**config.mk**
```make
export PLATFORM = sky130hd
export DESIGN_NAME = hamming_enc_ctrl
export DESIGN_NICKNAME = d
export VERILOG_FILES = /design/src/rtl/hamming_enc_ctrl_pkg.sv /design/src/rtl/hamming_enc_ctrl_alu.sv /design/src/rtl/hamming_enc_ctrl.sv
export SDC_FILE = /design/constraint.sdc
export NUM_CORES = 1
export LEC_CHECK = 0
export ABC_AREA = 0
export CAP_MARGIN = 20
export CORE_UTILIZATION = 48
export DETAILED_ROUTE_END_ITERATION = 12
export GPL_TIMING_DRIVEN = 0
export PLACE_DENSITY = 0.72
export SYNTH_ARGS = -nofsm -noshare
export SYNTH_HDL_FRONTEND = slang
export SYNTH_SLANG_ARGS = --single-unit
```
**constraint.sdc**
```tcl
create_clock -name Clk -period 2.1 [get_ports Clk]
set_clock_uncertainty 0.1 [all_clocks]
set_input_delay 0.42 -clock Clk [delete_from_list [all_inputs] [get_ports Clk]]
set_output_delay 0.42 -clock Clk [all_outputs]
set_load 0.005 [all_outputs]
```
**src/rtl/hamming_enc_ctrl_pkg.sv**
```systemverilog
// Shared types and constants for the Hamming(16,11) encoder controller and its ALU.
package hamming_enc_ctrl_pkg;

  typedef enum logic [2:0] {
    kADD = 3'd0,
    kSUB = 3'd1,
    kAND = 3'd2,
    kOR  = 3'd3,
    kXOR = 3'd4,
    kPAR = 3'd5
  } alu_op_t;

  typedef enum logic [1:0] {
    IDLE = 2'd0,
    RUN  = 2'd1,
    DONE = 2'd2
  } henc_state_t;

  localparam int unsigned HENC_STEPS = 10;
  localparam logic [3:0]  HENC_LAST  = 4'(HENC_STEPS - 1);

  // Mask pairs indexed by step/2: p8, p4, p2, p1, overall data parity.
  localparam logic [4:0][7:0] HENC_MASK_HI = {8'hFE, 8'hAA, 8'hCC, 8'hF0, 8'hFE};
  localparam logic [4:0][7:0] HENC_MASK_LO = {8'h0F, 8'h0B, 8'h0D, 8'h0E, 8'h00};

  function automatic logic [7:0] henc_mask(input logic [2:0] pair, input logic lo);
    if (pair > 3'd4) return 8'h00;
    return lo ? HENC_MASK_LO[pair] : HENC_MASK_HI[pair];
  endfunction

endpackage

```
**src/rtl/hamming_enc_ctrl_alu.sv**
```systemverilog
// Small 8-bit ALU shared across the codebase; the encoder only uses its PAR operation.
module hamming_enc_ctrl_alu
  import hamming_enc_ctrl_pkg::*;
(
  input  logic [7:0] InputA,
  input  logic [7:0] InputB,
  input  alu_op_t    Op,
  output logic [7:0] Out,
  output logic       Zero,
  output logic       Parity
);

  always_comb begin
    Out = 8'h00;
    unique case (Op)
      kADD:    Out = InputA + InputB;
      kSUB:    Out = InputA - InputB;
      kAND:    Out = InputA & InputB;
      kOR:     Out = InputA | InputB;
      kXOR:    Out = InputA ^ InputB;
      kPAR:    Out = {7'b0, ^(InputA & InputB)};
      default: Out = 8'h00;
    endcase
  end

  assign Zero   = (Out == 8'h00);
  assign Parity = ^Out;

endmodule

```
**src/rtl/hamming_enc_ctrl.sv**
```systemverilog
// Sequenced Hamming(16,11) encoder: ten PAR steps on a shared ALU build the parity bits.
// Optional feature: define HENC_ABORT_EN to add the Abort input.
module hamming_enc_ctrl
  import hamming_enc_ctrl_pkg::*;
#(
  parameter int unsigned OUT_HOLD = 1
) (
  input  logic        Clk,
  input  logic        Reset,
  input  logic        Start,
  input  logic [10:0] DataIn,
`ifdef HENC_ABORT_EN
  input  logic        Abort,
`endif
  output logic        Busy,
  output logic        Done,
  output logic [15:0] CodeOut
);

  henc_state_t state_q, state_d;
  logic [3:0]  step_q, step_d;
  logic [7:0]  hi_q, hi_d, lo_q, lo_d;
  logic        acc_q, acc_d;
  logic [3:0]  par_q, par_d;
  logic [15:0] code_q, code_d;

  logic [7:0]  alu_a, alu_b, alu_out;
  logic [2:0]  pair;
  logic        dpar, p0;
  logic [15:0] codeword;
  logic        unused_zero, unused_parity, unused_out_hi;

  hamming_enc_ctrl_alu u_alu (
    .InputA (alu_a),
    .InputB (alu_b),
    .Op     (kPAR),
    .Out    (alu_out),
    .Zero   (unused_zero),
    .Parity (unused_parity)
  );

  assign unused_out_hi = ^alu_out[7:1];

  always_comb begin
    pair  = step_q[3:1];
    alu_a = step_q[0] ? lo_q : hi_q;
    alu_b = henc_mask(pair, step_q[0]);
    dpar  = acc_q ^ alu_out[0];
    // Only meaningful at step 9, where dpar is the overall data parity.
    p0       = dpar ^ (^par_q);
    codeword = {hi_q[7:1], par_q[3], lo_q[3:1], par_q[2], lo_q[0], par_q[1], par_q[0], p0};
  end

  always_comb begin
    state_d = state_q;
    step_d  = step_q;
    hi_d    = hi_q;
    lo_d    = lo_q;
    acc_d   = acc_q;
    par_d   = par_q;
    code_d  = code_q;
    unique case (state_q)
      IDLE: begin
        if (Start) begin
          state_d = RUN;
          step_d  = 4'd0;
          hi_d    = {DataIn[10:4], 1'b0};
          lo_d    = {4'b0, DataIn[3:0]};
          if (OUT_HOLD == 0) code_d = 16'h0000;
        end
      end
      RUN: begin
        if (!step_q[0]) begin
          acc_d = alu_out[0];
        end else if (pair != 3'd4) begin
          // p8, p4, p2, p1 shift in so par_q ends as {p8, p4, p2, p1}.
          par_d = {par_q[2:0], dpar};
        end
        if (step_q == HENC_LAST) begin
          state_d = DONE;
          step_d  = 4'd0;
          code_d  = codeword;
        end else begin
          step_d = step_q + 4'd1;
        end
`ifdef HENC_ABORT_EN
        if (Abort) begin
          state_d = IDLE;
          step_d  = 4'd0;
          code_d  = code_q;
        end
`endif
      end
      DONE:    state_d = IDLE;
      default: state_d = IDLE;
    endcase
  end

  always_ff @(posedge Clk) begin
    if (Reset) begin
      state_q <= IDLE;
      step_q  <= 4'd0;
      hi_q    <= 8'h00;
      lo_q    <= 8'h00;
      acc_q   <= 1'b0;
      par_q   <= 4'h0;
      code_q  <= 16'h0000;
    end else begin
      state_q <= state_d;
      step_q  <= step_d;
      hi_q    <= hi_d;
      lo_q    <= lo_d;
      acc_q   <= acc_d;
      par_q   <= par_d;
      code_q  <= code_d;
    end
  end

  assign Busy    = (state_q == RUN);
  assign Done    = (state_q == DONE);
  assign CodeOut = code_q;

endmodule
```
==> results.ini, run 1 <==
[status]
outcome = completed

[yosys]
syn_area_mm2 = 0.00211
synth_flop_cell = dfxtp_1
ys_types = 41
ys_warn_count = 0
synth_seq_cells = 48
synthArstFlopShare = 0
synth_fp_nets = 274
synth_edf_count = 0
syn_avg_cell_area_um2 = 8.25
syn-instance-count = 256
yosysSeqAreaShare = 0.455

[cts]
clk_pin_slew_ns = 0.08
cts.sinks = 48
cts.path.max_buffers = 2
cts_tree = done
numCtsBuffers = 5
clk-insertion-delay-late_ns = 0.30
hold_buffers = 0
htreeDepth = 2
clock-root-buffer = clkbuf_8

[timing]
timing.final.ws_setup_ns = 0.0784
fin_crit_ns = 2.02
slew-limit-headroom = 0.658
setup_viol = 0
timing_worst_slew_pin_value_ns = 0.513
hold_viol_final = 0
fin_crit_sh = 0.963
fmax_mhz = 495
setup_tns_ns = 0
slew_violations = 0

[place]
io_buffers = 31
dp_hpwl_um = 3330
dp_slack_ns = -0.286
gp_congestion = 0.825

[critical_path]
r2r_cells = 6
cp-end-kind = flop
cp_slowest_cell = or4_1
cp_slowest_stage_delay_ns = 0.50
path_class = reg2reg
critical_path.top_delay_family = XOR/XNOR gates
cp.arrival_ns = 2.15
crit_buf_inv = 0
r2r-end = CodeOut[0]
critPathLaunchType = flop
reg2reg_from = hi_q[6]
ff2ff_setup_slack_ns = 0.08
path_cells = nand2_1 -> xnor3_2 -> xnor2_2 -> a211oi_2 -> or4_1 -> a31oi_1
critPathRequiredTime_ns = 2.23
cp_max_fo = 3

[drt]
ant_nets = 0
wire_per_inst_um = 13.5
drc = 0
routed_wl_um = 4760
drtPass1Iterations = 4
first_iter_violations = 92
vias = 1874
viasPerCell = 5.29

[flow_run]
drv_cap = 0

[floorplan]
die_area_mm2 = 0.00467
die_w_um = 68.4
coreArea_mm2 = 0.00412
die_h_um = 68.4
row_count = 23
ios = 32
initial_core_util = 0.514

[global_route]
grt_max_degree = 14
gr-total-overflow = 0
grt_use_total = 0.215
grt_pass1_wl_um = 7160
antenna_found_initial = 0
grt_pass1_vias = 1542

[layout]
final_nets = 322
multi_input_area_mm2 = 0.00120
fillers = 345
seq_area_um2 = 968
syn_to_final_growth_pct = 32.0
antenna_cells = 0
drive_gt1_frac = 0.194

[min_path]
hold-path-endpoint = CodeOut[13]
hold_start = CodeOut[13]
hold_depth = 2
hold_path_class = reg2reg

[pwr]
leakagePower_nw = 1.02
p_per_area_mw_per_mm2 = 619
max-vdd-ir-drop_v = 0.000308

[worst min-delay path, cell delays in order, from the launching register on]
cell and delay [ns]:
dfxtp_1 0.31, nand2_1 0.05, a21oi_1 0.05
[kinds of logic (layout without fill, tap and decap cells)]
logic type,after synthesis,in the layout,synth area share
muxes,3,3,0.0142
xor gates and xnor gates,9,9,0.0444
adders and majority gates,4,4,0.0237
DFF,48,48,0.455
buffers and inverters,22,70,0.0426
and+or+nand+nor,113,113,0.244
AOI/OAI and AO/OA,57,57,0.176
[cells in the mapped netlist, types with 4 or more instances]
library cell,instances,share of area
a21oi_1,31,0.073
xnor2_1,6,0.025
dfxtp_1,48,0.45
inv_1,10,0.018
o21ai_0,5,0.012
clkbuf_1,10,0.018
nor2_1,16,0.028
nand2_1,73,0.13
nand3_1,6,0.014
ha_1,4,0.024
[power breakdown]
group	internal (mW)	switching, mW	total (mW)
Sequential	0.933	0.0265	0.959
Combinational	0.127	0.128	0.255
Clock	0.227	0.286	0.513
[worst max-delay path by stage]
stage / startpoint / endpoint / slack [ns] / depth (start not counted)
finish: hi_q[6] / CodeOut[0] / 0.08 / 6
floorplan: step_q[0] / CodeOut[0] / 0.11 / 7
global placement: Start / flop / -0.34 / 6
global route: step_q[0] / flop / -0.05 / 11
detailed placement: Start / flop / -0.29 / 6
CTS: step_q[0] / CodeOut[0] / -0.01 / 7
[per-stage QoR]
step	total power, mW	utilization	area [um^2]	cells	hold slack (ns)
2_1_floorplan	1.11	-	2110	256	0.345
3_3_place_gp	1.18	0.604	2490	337	0.342
4_1_cts	1.71	0.643	2650	348	0.357
5_1_grt	1.80	0.678	2790	354	0.377
3_5_place_dp	1.18	0.604	2490	337	0.346
6_report	1.73	0.678	2790	354	0.354
[layout make-up]
class / instances / share of cell area
multi-input cells: 186 / 0.429
flip-flops and latches: 48 / 0.347
repair buffers: 43 / 0.143
clock buffers: 6 / 0.0260
well taps: 50 / 0.0224
plain buffers: 10 / 0.0170
inverters: 10 / 0.0135
clock inverters: 1 / 0.00179
[cell usage in the layout, fill, tap and decap left out, drive strengths merged, types with 2 or more instances in the layout]
cell type      Yosys  layout
and3b              3       3
a21oi             31      31
clkdlybuf4s50      0      31
o31ai              2       2
buf                2      14
dfxtp             48      48
nand2             73      73
or4                2       2
o21bai             2       2
mux2i              3       3
nor2              16      16
nand3              6       6
clkbuf            10      14
a211oi             4       4
and3               3       3
o211ai             3       3
xnor2              6       6
nand2b             2       2
inv               10      10
xor2               2       2
nand3b             3       3
ha                 4       4
a2111oi            2       2
o21ai              5       5
[what timing repair did]
| action | 4_1_cts | 5_1_grt |
|---|---|---|
| cloned | 1 | 0 |
| setup endpoints to repair | 6 | 21 |
| gates resized for setup | 11 | 32 |
| buffers inserted | 4 | 7 |
| pin swaps | 4 | 15 |
[layer usage]
layer,part of all wire,global-route usage,wire length (um),up-vias
li1,-,-,-,962
met3,0.041,0.0550,194,7
met1,0.47,0.276,2250,861
met2,0.47,0.341,2240,44
met5,0,0,0,-
met4,0.015,0.0859,72,0
No activity file was read; power rests on OpenSTA's default activity.
==> inputs of run 2 (changes only) <==
--- a/config.mk
+++ b/config.mk
@@ -7,7 +7,9 @@
 export LEC_CHECK = 0
 export ABC_AREA = 0
 export CAP_MARGIN = 20
-export CORE_UTILIZATION = 48
+export CELL_PAD_IN_SITES_DETAIL_PLACEMENT = 1
+export CELL_PAD_IN_SITES_GLOBAL_PLACEMENT = 1
+export CORE_UTILIZATION = 36
 export DETAILED_ROUTE_END_ITERATION = 12
 export GPL_TIMING_DRIVEN = 0
 export PLACE_DENSITY = 0.72
==> results.ini, run 2 (synthesis gave the netlist of run 1 again) <==
[layout]
layout_commonest_cell = nand2_1
seq_area_um2 = 972
fillers = 672
syn_to_final_growth_pct = 34.0
final_nets = 321
final_cell_mix = nand2_1, dfxtp_1, a21oi_1, clkdlybuf4s50_1, nor2_1
multi_input_area_mm2 = 0.00116
antenna_cells = 0
drive_gt1_frac = 0.188

[critical_path]
cp_common_cell = buf_6
cp_slowest_cell = or4_1
critPathLaunchType = flop
path_class = reg2reg
cp-end-kind = flop
cp_max_fo = 6
path_cells = buf_6 -> buf_6 -> nand3b_4 -> a211oi_4 -> a2111oi_2 -> o22a_1 -> or4_1 -> a31oi_1
critPathRequiredTime_ns = 2.23
cp.arrival_ns = 2.24
cp_slowest_stage_delay_ns = 0.40

[global_route]
grt_pass1_vias = 1898
antenna_found_initial = 0
grt.busiest_layer = met2
grt_max_degree = 16
grtUsageMet2 = 0.337
gr-total-overflow = 0
grt_use_total = 0.194
grt_pass1_wl_um = 9200
met3_usage = 0.0279
gr-usage-met1 = 0.239

[pwr]
total_power_mw = 1.95
leakagePower_nw = 1.04
p_per_area_mw_per_mm2 = 687
max-vdd-ir-drop_v = 0.000354

[cts]
clock-root-buffer = clkbuf_8
cts.path.max_buffers = 2
htreeDepth = 2
numCtsBuffers = 5
clk-insertion-delay-late_ns = 0.30
cts_tree = done
cts.sinks = 48
clk_pin_slew_ns = 0.09

[drt]
routed_wl_um = 5550
vias = 1873
viasPerCell = 4.98
ant_nets = 0
first_iter_violations = 38
wire_per_inst_um = 14.8
drtPass1Iterations = 4
drc = 0

[floorplan]
die_area_mm2 = 0.00618
row_count = 27
ios = 32
die_w_um = 78.6
die_h_um = 78.6
initial_core_util = 0.379
coreArea_mm2 = 0.00557

[timing]
timing.final.ws_setup_ns = -0.00291
rsz0062_at_grt = true
fmax_mhz = 476
setup_tns_ns = -0.00291
setup_viol = 1
fin_crit_sh = 1.00
timing_worst_slew_pin_value_ns = 0.620
fin_crit_ns = 2.10
slew_violations = 0
hold_viol_final = 0
slew-limit-headroom = 0.586

[min_path]
hold_path_class = reg2reg

[place]
io_buffers = 31
gp_congestion = 0.808
dp_slack_ns = -0.370
dp_hpwl_um = 3910

[status]
violations = setup timing
outcome = finished, violations left

[flow_run]
drv_cap = 0

[run 2: cell count changes in the layout (fill, tap and decap cells not counted), sizes merged]
cell,delta
bufinv,+1
buf,-1
[run 2: per-layer routing]
metal | vias to the layer above | part of all wire
li1 | 955 | -
met1 | 885 | 0.48
met2 | 26 | 0.48
met3 | 7 | 0.024
met4 | 0 | 0.014
met5 | - | 0
[run 2: worst paths after layout]
path | startpoint | end | slack, ns | cells past startpoint
max | step_q[0] | CodeOut[0] | -0.003 | 8
min | CodeOut[4] | CodeOut[4] | 0.36 | 2
max reg2reg | step_q[0] | CodeOut[0] | -0.003 | 8
min reg2reg | CodeOut[4] | CodeOut[4] | 0.36 | 2
[run 2: what timing repair did]
item / in CTS / in global routing
hold buffers: 0 / 0
pin swaps: 12 / 6
resized for setup: 26 / 13
endpoints found under the setup margin: 17 / 26
buffers inserted: 10 / 2
[run 2: worst max-delay path, delay by kind of cell (launching register included)]
kind	cells	cell delay, ns
AO/OA/AOI/OAI	4	0.78
buffers and inverters	2	0.24
flip-flops	1	0.35
AND/OR/NAND/NOR	2	0.56
[run 2: per-stage QoR]
step / cell area [um^2] / utilization / cells / hold WS [ns]
global route: 2830 / 0.508 / 376 / 0.386
global placement: 2510 / 0.451 / 359 / 0.343
finish: 2830 / 0.508 / 376 / 0.358
floorplan: 2110 / - / 256 / 0.345
CTS: 2800 / 0.503 / 377 / 0.361
detailed placement: 2510 / 0.451 / 359 / 0.348
[run 2: where the power goes]
group / total [mW] / internal [mW] / leakage (nW) / switching, mW
Sequential: 0.957 / 0.933 / 0.393 / 0.0237
Clock: 0.710 / 0.390 / 0.0614 / 0.321
Combinational: 0.278 / 0.139 / 0.591 / 0.140
Total: 1.95 / 1.46 / 1.04 / 0.484
[run 2: area by class of cell]
type | count | area share
clock buffers | 6 | 0.0292
repair buffers | 43 | 0.143
well taps | 72 | 0.0318
plain buffers | 9 | 0.0163
clock inverters | 2 | 0.0137
flip-flops and latches | 48 | 0.343
inverters | 10 | 0.0133
multi-input cells | 186 | 0.410
==> inputs of run 3 (changes only) <==
==> constraint.sdc (replaced) <==
create_clock -name Clk -period 2.1 [get_ports Clk]
set_clock_uncertainty 0.1 [all_clocks]
set_input_delay 0.42 -clock Clk [delete_from_list [all_inputs] [get_ports Clk]]
set_output_delay 0.42 -clock Clk [all_outputs]
set_load 0.02 [all_outputs]
==> results.ini, run 3 (synthesis gave the netlist of run 1 again) <==
[status]
outcome = finished, violations left
violations = setup timing

[timing]
hold_viol_final = 0
fin_crit_ns = 2.10
timing.final.ws_setup_ns = -0.00457
rsz0062_at_grt = true
slew_violations = 0
setup_viol = 1
fmax_mhz = 475
hold-worst-slack_ns = 0.358
fin_crit_sh = 1.00
setup_tns_ns = -0.00457
slew-limit-headroom = 0.584
timing_worst_slew_pin_value_ns = 0.622

[place]
dp.cells = 359
dpl_cell_area_mm2 = 0.00251
io_buffers = 31
dp_hpwl_um = 3910
gp_congestion = 0.808

[min_path]
hold_path_class = reg2reg

[global_route]
grt.busiest_layer = met2
antenna_found_initial = 0
grt_use_total = 0.194
grt_max_degree = 16
grtUsageMet2 = 0.337
gr-total-overflow = 0
gr-usage-met1 = 0.240
met3_usage = 0.0279
grt_pass1_wl_um = 9220
grt_pass1_vias = 1900

[floorplan]
initial_core_util = 0.379
ios = 32
die_h_um = 78.6
row_count = 27
coreArea_mm2 = 0.00557
die_w_um = 78.6
die_area_mm2 = 0.00618

[pwr]
leakagePower_nw = 1.05
max-vdd-ir-drop_v = 0.000352
p_per_area_mw_per_mm2 = 688

[drt]
routed_wl_um = 5560
drtPass1Iterations = 4
wire_per_inst_um = 14.8
vias = 1870
first_iter_violations = 38
drc = 0
viasPerCell = 4.97
ant_nets = 0

[critical_path]
r2r_cells = 8
crit_buf_inv = 2
path_class = reg2reg
critPathRequiredTime_ns = 2.23
path_depth = 8
endpoint = CodeOut[0]
cp.arrival_ns = 2.24
critical_path.top_delay_family = compound AO/OA/AOI/OAI gates
ff2ff_setup_slack_ns = -0.005
cp_slowest_stage_delay_ns = 0.40
reg2reg_from = step_q[0]
cp_common_cell = buf_6
cp_slowest_cell = or4_1
critPathLaunchType = flop
r2r-end = CodeOut[0]
cp_max_fo = 6
cp-end-kind = flop
path_cells = buf_6 -> buf_6 -> nand3b_4 -> a211oi_4 -> a2111oi_2 -> o22a_1 -> or4_1 -> a31oi_1
crit_start = step_q[0]

[cts]
hold_buffers = 0
clk_pin_slew_ns = 0.09
clk-insertion-delay-late_ns = 0.30
cts.path.max_buffers = 2
clock-root-buffer = clkbuf_8
htreeDepth = 2
numCtsBuffers = 5
cts.sinks = 48
cts_tree = done

[flow_run]
drv_cap = 0

[layout]
final_cells = 376
fin_util = 0.508
final_cell_mix = nand2_1, dfxtp_1, a21oi_1
fillers = 673
final_nets = 321
antenna_cells = 0
fin_area_mm2 = 0.00283
layout_commonest_cell = nand2_1
drive_gt1_frac = 0.184
syn_to_final_growth_pct = 33.9

-- run 3: power by group --
part           internal, mW  switching (mW)  total (mW)
clock                 0.390           0.321       0.711
sequential            0.933          0.0234       0.956
combinational         0.137           0.141       0.278
-- run 3: final cells by class --
class | count | area (um^2) | area share
multi-input cells | 186 | 1160 | 0.410
flip-flops and latches | 48 | 972 | 0.344
repair buffers | 43 | 403 | 0.142
well taps | 72 | 90.1 | 0.0318
clock buffers | 6 | 82.6 | 0.0292
plain buffers | 9 | 46.3 | 0.0164
clock inverters | 2 | 38.8 | 0.0137
inverters | 10 | 37.5 | 0.0133
-- run 3: stage by stage --
| stage | total power, mW | setup slack [ns] |
|---|---|---|
| 5_1_grt | 2.01 | -0.117 |
| 2_1_floorplan | 1.12 | 0.109 |
| 4_1_cts | 1.95 | 0.00428 |
| 3_3_place_gp | 1.19 | -0.345 |
| 3_5_place_dp | 1.19 | -0.370 |
| 6_report | 1.95 | -0.00457 |
-- run 3: worst min path at each step --
stage                 from     endpoint  slack [ns]  depth (start not counted)
3_5_place_dp   CodeOut[14]  CodeOut[14]        0.35                          2
4_1_cts        CodeOut[14]  CodeOut[14]        0.36                          2
6_report        CodeOut[4]   CodeOut[4]        0.36                          2
2_1_floorplan      hi_q[4]  CodeOut[12]        0.35                          2
3_3_place_gp    CodeOut[4]   CodeOut[4]        0.34                          2
5_1_grt         CodeOut[8]   CodeOut[8]        0.39                          2
-- run 3: worst reg2reg max path: cells and delay by family (launching register included) --
family | cells | cell delay, ns
compound gates | 4 | 0.79
buf+inv | 2 | 0.25
flops | 1 | 0.35
simple gates | 2 | 0.56
-- run 3: metal layers --
layer / vias to the layer above / routed length (um)
met2: 24 / 2700
li1: 954 / -
met1: 887 / 2670
met4: 0 / 62
met3: 5 / 134
met5: - / 0
-- run 3: repair_timing --
action                                 in CTS  in global routing
setup endpoints to repair                  17                 25
setup buffers                              10                  2
resized for setup                          26                 13
endpoints found under the hold margin       0                  0
pin swaps                                  12                  6
==> RTL edit 1 (config.mk and constraints of run 3) <==
Make the reset (`Reset`) asynchronous in one clocked block.
--- a/src/rtl/hamming_enc_ctrl.sv
+++ b/src/rtl/hamming_enc_ctrl.sv
@@ -97,5 +97,5 @@
   end
 
-  always_ff @(posedge Clk) begin
+  always_ff @(posedge Clk or posedge Reset) begin
     if (Reset) begin
       state_q <= IDLE;
Check against the original RTL: differs if Reset is asserted again (counterexample within 4 cycles, from zero or initial values and one cycle with Reset high); with Reset held inactive, the same outputs for 10 cycles.
==> RTL edit 1 against run 3 <==
- the run still ends with setup timing left
- worst setup slack worse by 0.17 ns
- routed wire length is 21% lower
- design area fell by 9.6%
- non-clock buffer count decreased by 2
- hold slack improved by 0.052 ns
- sequential cell count decreased by 10
- area after synthesis down 12%
- critical path type unchanged
- critical endpoint is now CodeOut[0]$_DFFE_PP0P_
- largest cell class is now sequential cells
Power is not compared: it rests on default switching activity, and its combinational part moved more than twofold at a synthesized area within 25%.
==> RTL edit 1: results (changes against run 3) <==
* Status: complete, but fails checks
* Failing checks: setup timing
* Final setup TNS at -0.2179 ns (-0.2134 ns)
* First-pass GRT wire length at 7.251 mm (-21%)
* Met3 wire length at 137 µm (+2.2%)
* Crit path max-delay family: XOR/XNOR gates
* CP peak stage delay at 0.46 ns (+0.06 ns)
* Hold depth at 1 (-1)
* Critical path arrival at 2.38 ns (+0.14 ns)
* Multi-input gates at 98 (-47%)
* Detailed Routing Iterations Pass 1 at 3 (-1)
* Non-clk bufs at 50 (-3.8%)
* Final hold violations at 0 (unchanged)
* Vias per cell at 4.940 (-0.68%)
* Seq_cells at 38 (-21%)
* Dpl hpwl at 2.957 mm (-24%)
* Placed Instances at 245 (-32%)
* Syn Nets at 168 (-39%)
* R2r startpoint: step_q[2]$_DFFE_PP0P_
* Final clock-cell share at 0.03718 (-0.005719)
* Gate Count Post-Synth at 146 (-43%)
* Final WS setup at -0.1777 ns (-0.1731 ns)
* # fillers at 514 (-24%)
* Seq area share at 0.3723 (+0.02866)
* NumNets Final at 219 (-32%)
* Worst Max-Slew Pin Slew at 0.7764 ns (+0.1544 ns)
* Critical path's slowest cell: dfrtp_2
* Unique cell type count in the Yosys netlist at 33 (-20%)
* Crit Path Max Fanout at 5 (-1)
* Overall routed net length at 4.404 mm (-21%)
* Area of the multi-input gates at 947.2 µm² (-18%)
* Inverter count at 4 (-6)
* RePlAce Congestion at 0.8939 (+11%)
* Post-layout util at 0.5275 (+0.01996)
* WHS at 0.4103 ns (+0.05209 ns)
* Final setup violation count at 3 (+2)
* Comb pwr at 0.00304 W
* Crit Reg-Reg Endpoint: CodeOut[0]$_DFFE_PP0P_
* Signal buf overhead at 0.1796 (+0.02077)
* Met2 routed WL at 2.293 mm (-15%)
* Largest register FFs at 16
* Tot Pwr at between 0.004 and 0.005 W
* DR iter-0 viols at 40 (+5.3%)
* Met3 Use GR at 0.04607 (+0.01816)
* Cell area after synthesis at 1863 µm² (-12%)
* Synth area leaders: dfrtp_1, mux2_2, ha_1
* Post-synthesis sequential area ratio at 0.5104 (+0.05570)
* Commonest cells in the netlist: dfrtp_1, mux2_2, ha_1, nand2_1, xnor2_1
* Maxcap violations at 0 (unchanged)
* Met2 usage at 0.3000 (-0.03739)
* Worst reg2reg path depth at 9 (+1)
* GRT Resource Usage Total at 0.1821 (-0.01167)
* Worst hold endpoint: CodeOut[5]$_DFFE_PP0P_
* Met1 usage at 0.2318 (-0.007824)
* Hold Startpoint: CodeOut[5]$_DFFE_PP0P_
* Share of post-route cells with drive strength above 1 at 0.3838 (+0.1996)
* Async set-reset flop share out of synthesis at 1.000 (+1.000)
* Met1 wire length at 1.920 mm (-28%)
[RTL edit 1: cell types whose count changed after synthesis, sizes merged, moves of 4 or more]
cell,run 3,this run
nand2,73,8
ha,4,8
clkbuf,10,2
mux2,0,29
nor2,16,4
a211oi,4,0
inv,10,4
a21oi,31,2
dfxtp,48,0
dfrtp,0,38
[RTL edit 1: timing repair]
item                                    4_1_cts  5_1_grt
buffers inserted                              7        6
endpoints found under the setup margin       20       17
resized for setup                            16       11
endpoints found under the hold margin         0        0
pin swaps                                     4        4
[RTL edit 1: logic make-up (layout without fill, tap and decap cells)]
| group | after synthesis | count (layout) | synth area share |
|---|---|---|---|
| and+or+nand+nor | 30 | 30 | 0.08730 |
| buffers and inverters | 10 | 62 | 0.02754 |
| DFF | 38 | 38 | 0.5104 |
| xor gates and xnor gates | 12 | 12 | 0.07119 |
| adders and majority gates | 8 | 8 | 0.05373 |
| muxes | 31 | 31 | 0.1860 |
| AOI/OAI and AO/OA | 17 | 17 | 0.06380 |
==> RTL edit 2 (config.mk and constraints of run 3) <==
Made on the original files. `OUT_HOLD`: 1 -> 0.
--- a/src/rtl/hamming_enc_ctrl.sv
+++ b/src/rtl/hamming_enc_ctrl.sv
@@ -4,5 +4,5 @@
   import hamming_enc_ctrl_pkg::*;
 #(
-  parameter int unsigned OUT_HOLD = 1
+  parameter int unsigned OUT_HOLD = 0
 ) (
   input  logic        Clk,
Function: same outputs for any inputs over 10 cycles, from zero or initial values and one cycle with Reset high; that may be too few to reach the edited logic, so the function may still have changed.
==> RTL edit 2 against run 3 <==
- fmax rose by 0.26%
- non-clock buffer count fell by 11
- worst setup slack improved by 0.0054 ns
- routed wire length fell by 21%
- global-route usage fell by 1.7 points
- area after synthesis fell by 12%
- power fell by 12%
- via count fell by 23%
- sequential power barely moved
- sequential cell count did not move
- design area fell by 15%
- critical path depth rose by 1
- largest power group unchanged
==> RTL edit 2: results (changes against run 3) <==
* WHS at 0.3796 ns (+0.02132 ns)
* First-pass GRT wire length at 7.065 mm (-23%)
* Critical path's slowest cell: dfxtp_4
* Xor and xnor area share after synthesis at 0.06590 (+0.02150)
* Routed len/inst at 14.43 µm (-2.5%)
* Final Critical Period at 2.099 ns (-0.005371 ns)
* Worst setup path startpoint: step_q[1]$_SDFFE_PP0N_
* Slew HR at 0.4294 (-0.1549)
* # resized after CTS at 4 (-85%)
* GRT Resource Usage Total at 0.1771 (-0.01663)
* Share of post-route cells with drive strength above 1 at 0.1356 (-0.04862)
* Leakage at 0.9069 nW (-13%)
* CTS max path bufs at 2 (unchanged)
* Post-synth top flop: dfxtp_1
* Met2 usage at 0.2905 (-0.04687)
* CP peak stage delay at 0.37 ns (-0.03 ns)
* DR iter-0 viols at 60 (+58%)
* Final cell count without fillers at 303 (-19%)
* Critical path type: reg2reg
* Yosys warnings at 0 (unchanged)
* Sequential cell power at 0.000954 W (about the same)
* Commonest cells in the netlist: dfxtp_1, nand2_1, a22o_1
* Dpl ws at -0.4421 ns (-0.07227 ns)
* Worst reg2reg path depth at 9 (+1)
* Met3 Use GR at 0.04115 (+0.01325)
* Status: complete, no violations
* Hold depth at 1 (-1)
* Critical path arrival at 2.17 ns (-0.07 ns)
* Post-synthesis mux area share at 0.02354 (+0.009328)
* Syn Nets at 212 (-23%)
* Hold Startpoint: CodeOut[7]$_SDFFE_PP0P_
* Cell Pwr Density at 714.2 nW/µm² (+3.9%)
* Async set-reset flop share out of synthesis at 0 (unchanged)
* Setup Buffers After CTS at 1 (-9)
* Worst hold endpoint: CodeOut[7]$_SDFFE_PP0P_
* Post-synthesis sequential area ratio at 0.5165 (+0.06177)
* Unique cell type count in the Yosys netlist at 37 (-9.8%)
* Pint at 0.001290 W (-12%)
* Area of the multi-input gates at 844.6 µm² (-27%)
* Largest net degree at the start of global routing at 15 (-1)
* RePlAce Congestion at 0.7491 (-7.3%)
* Clk pwr share at 0.327 (-0.038)
* Crit path max-delay family: simple AND/OR/NAND/NOR gates
* Met1 usage at 0.2289 (-0.01077)
* Dpl cell area at 2261 µm² (-10%)
* Worst vdd ir at 0.3266 mV (-7.2%)
* Vias per cell at 4.749 (-4.5%)
* Dpl hpwl at 3.241 mm (-17%)
* # fillers at 567 (-16%)
* NumNets Final at 253 (-21%)
* Vias in the first global route at 1,407 (-26%)
* Syn avg cell area at 9.590 µm² (+16%)
* Diode count at 0 (unchanged)
* Post-Synth Adder-Cell Area at 0.02690 (+0.003217)
* Placed Instances at 292 (-19%)
* Synth area leaders: dfxtp_1, a22o_1, nand2_1
* Compound-Gate Fraction of Synth Area at 0.1513 (-0.02512)
RTL edit 2: changes by cell type after synthesis, sizes merged, moves of 5 or more:
cell,run 3,this run
xnor2,6,12
a21oi,31,15
nand2,73,37
nor2,16,11
a22o,0,16
clkbuf,10,3
RTL edit 2: cell type report:
cell class                 instances  share of cell area
inverter                           9             0.01516
multi-input combinational        130              0.3528
sequential                        48              0.4036
timing repair buffer              34              0.1385
clock buffer                       7             0.03607
clock inverter                     1            0.003136
buffer                             7             0.01568
tap                               67             0.03502
RTL edit 2: worst reg2reg max path: stages, from the launching register on:
cell and delay [ns]:
dfxtp_4 0.37, inv_1 0.04, ha_1 0.16, nand3b_1 0.15, nor2_1 0.09, nor3_4 0.25
and2b_2 0.22, inv_1 0.05, ha_1 0.19, or3_1 0.36
RTL edit 2: routing by layer:
| layer | vias up | routed length [µm] |
|---|---|---|
| met1 | 684 | 2205 |
| met2 | 21 | 2020 |
| li1 | 729 | - |
| met3 | 5 | 90 |
| met5 | - | 0 |
| met4 | 0 | 55 |
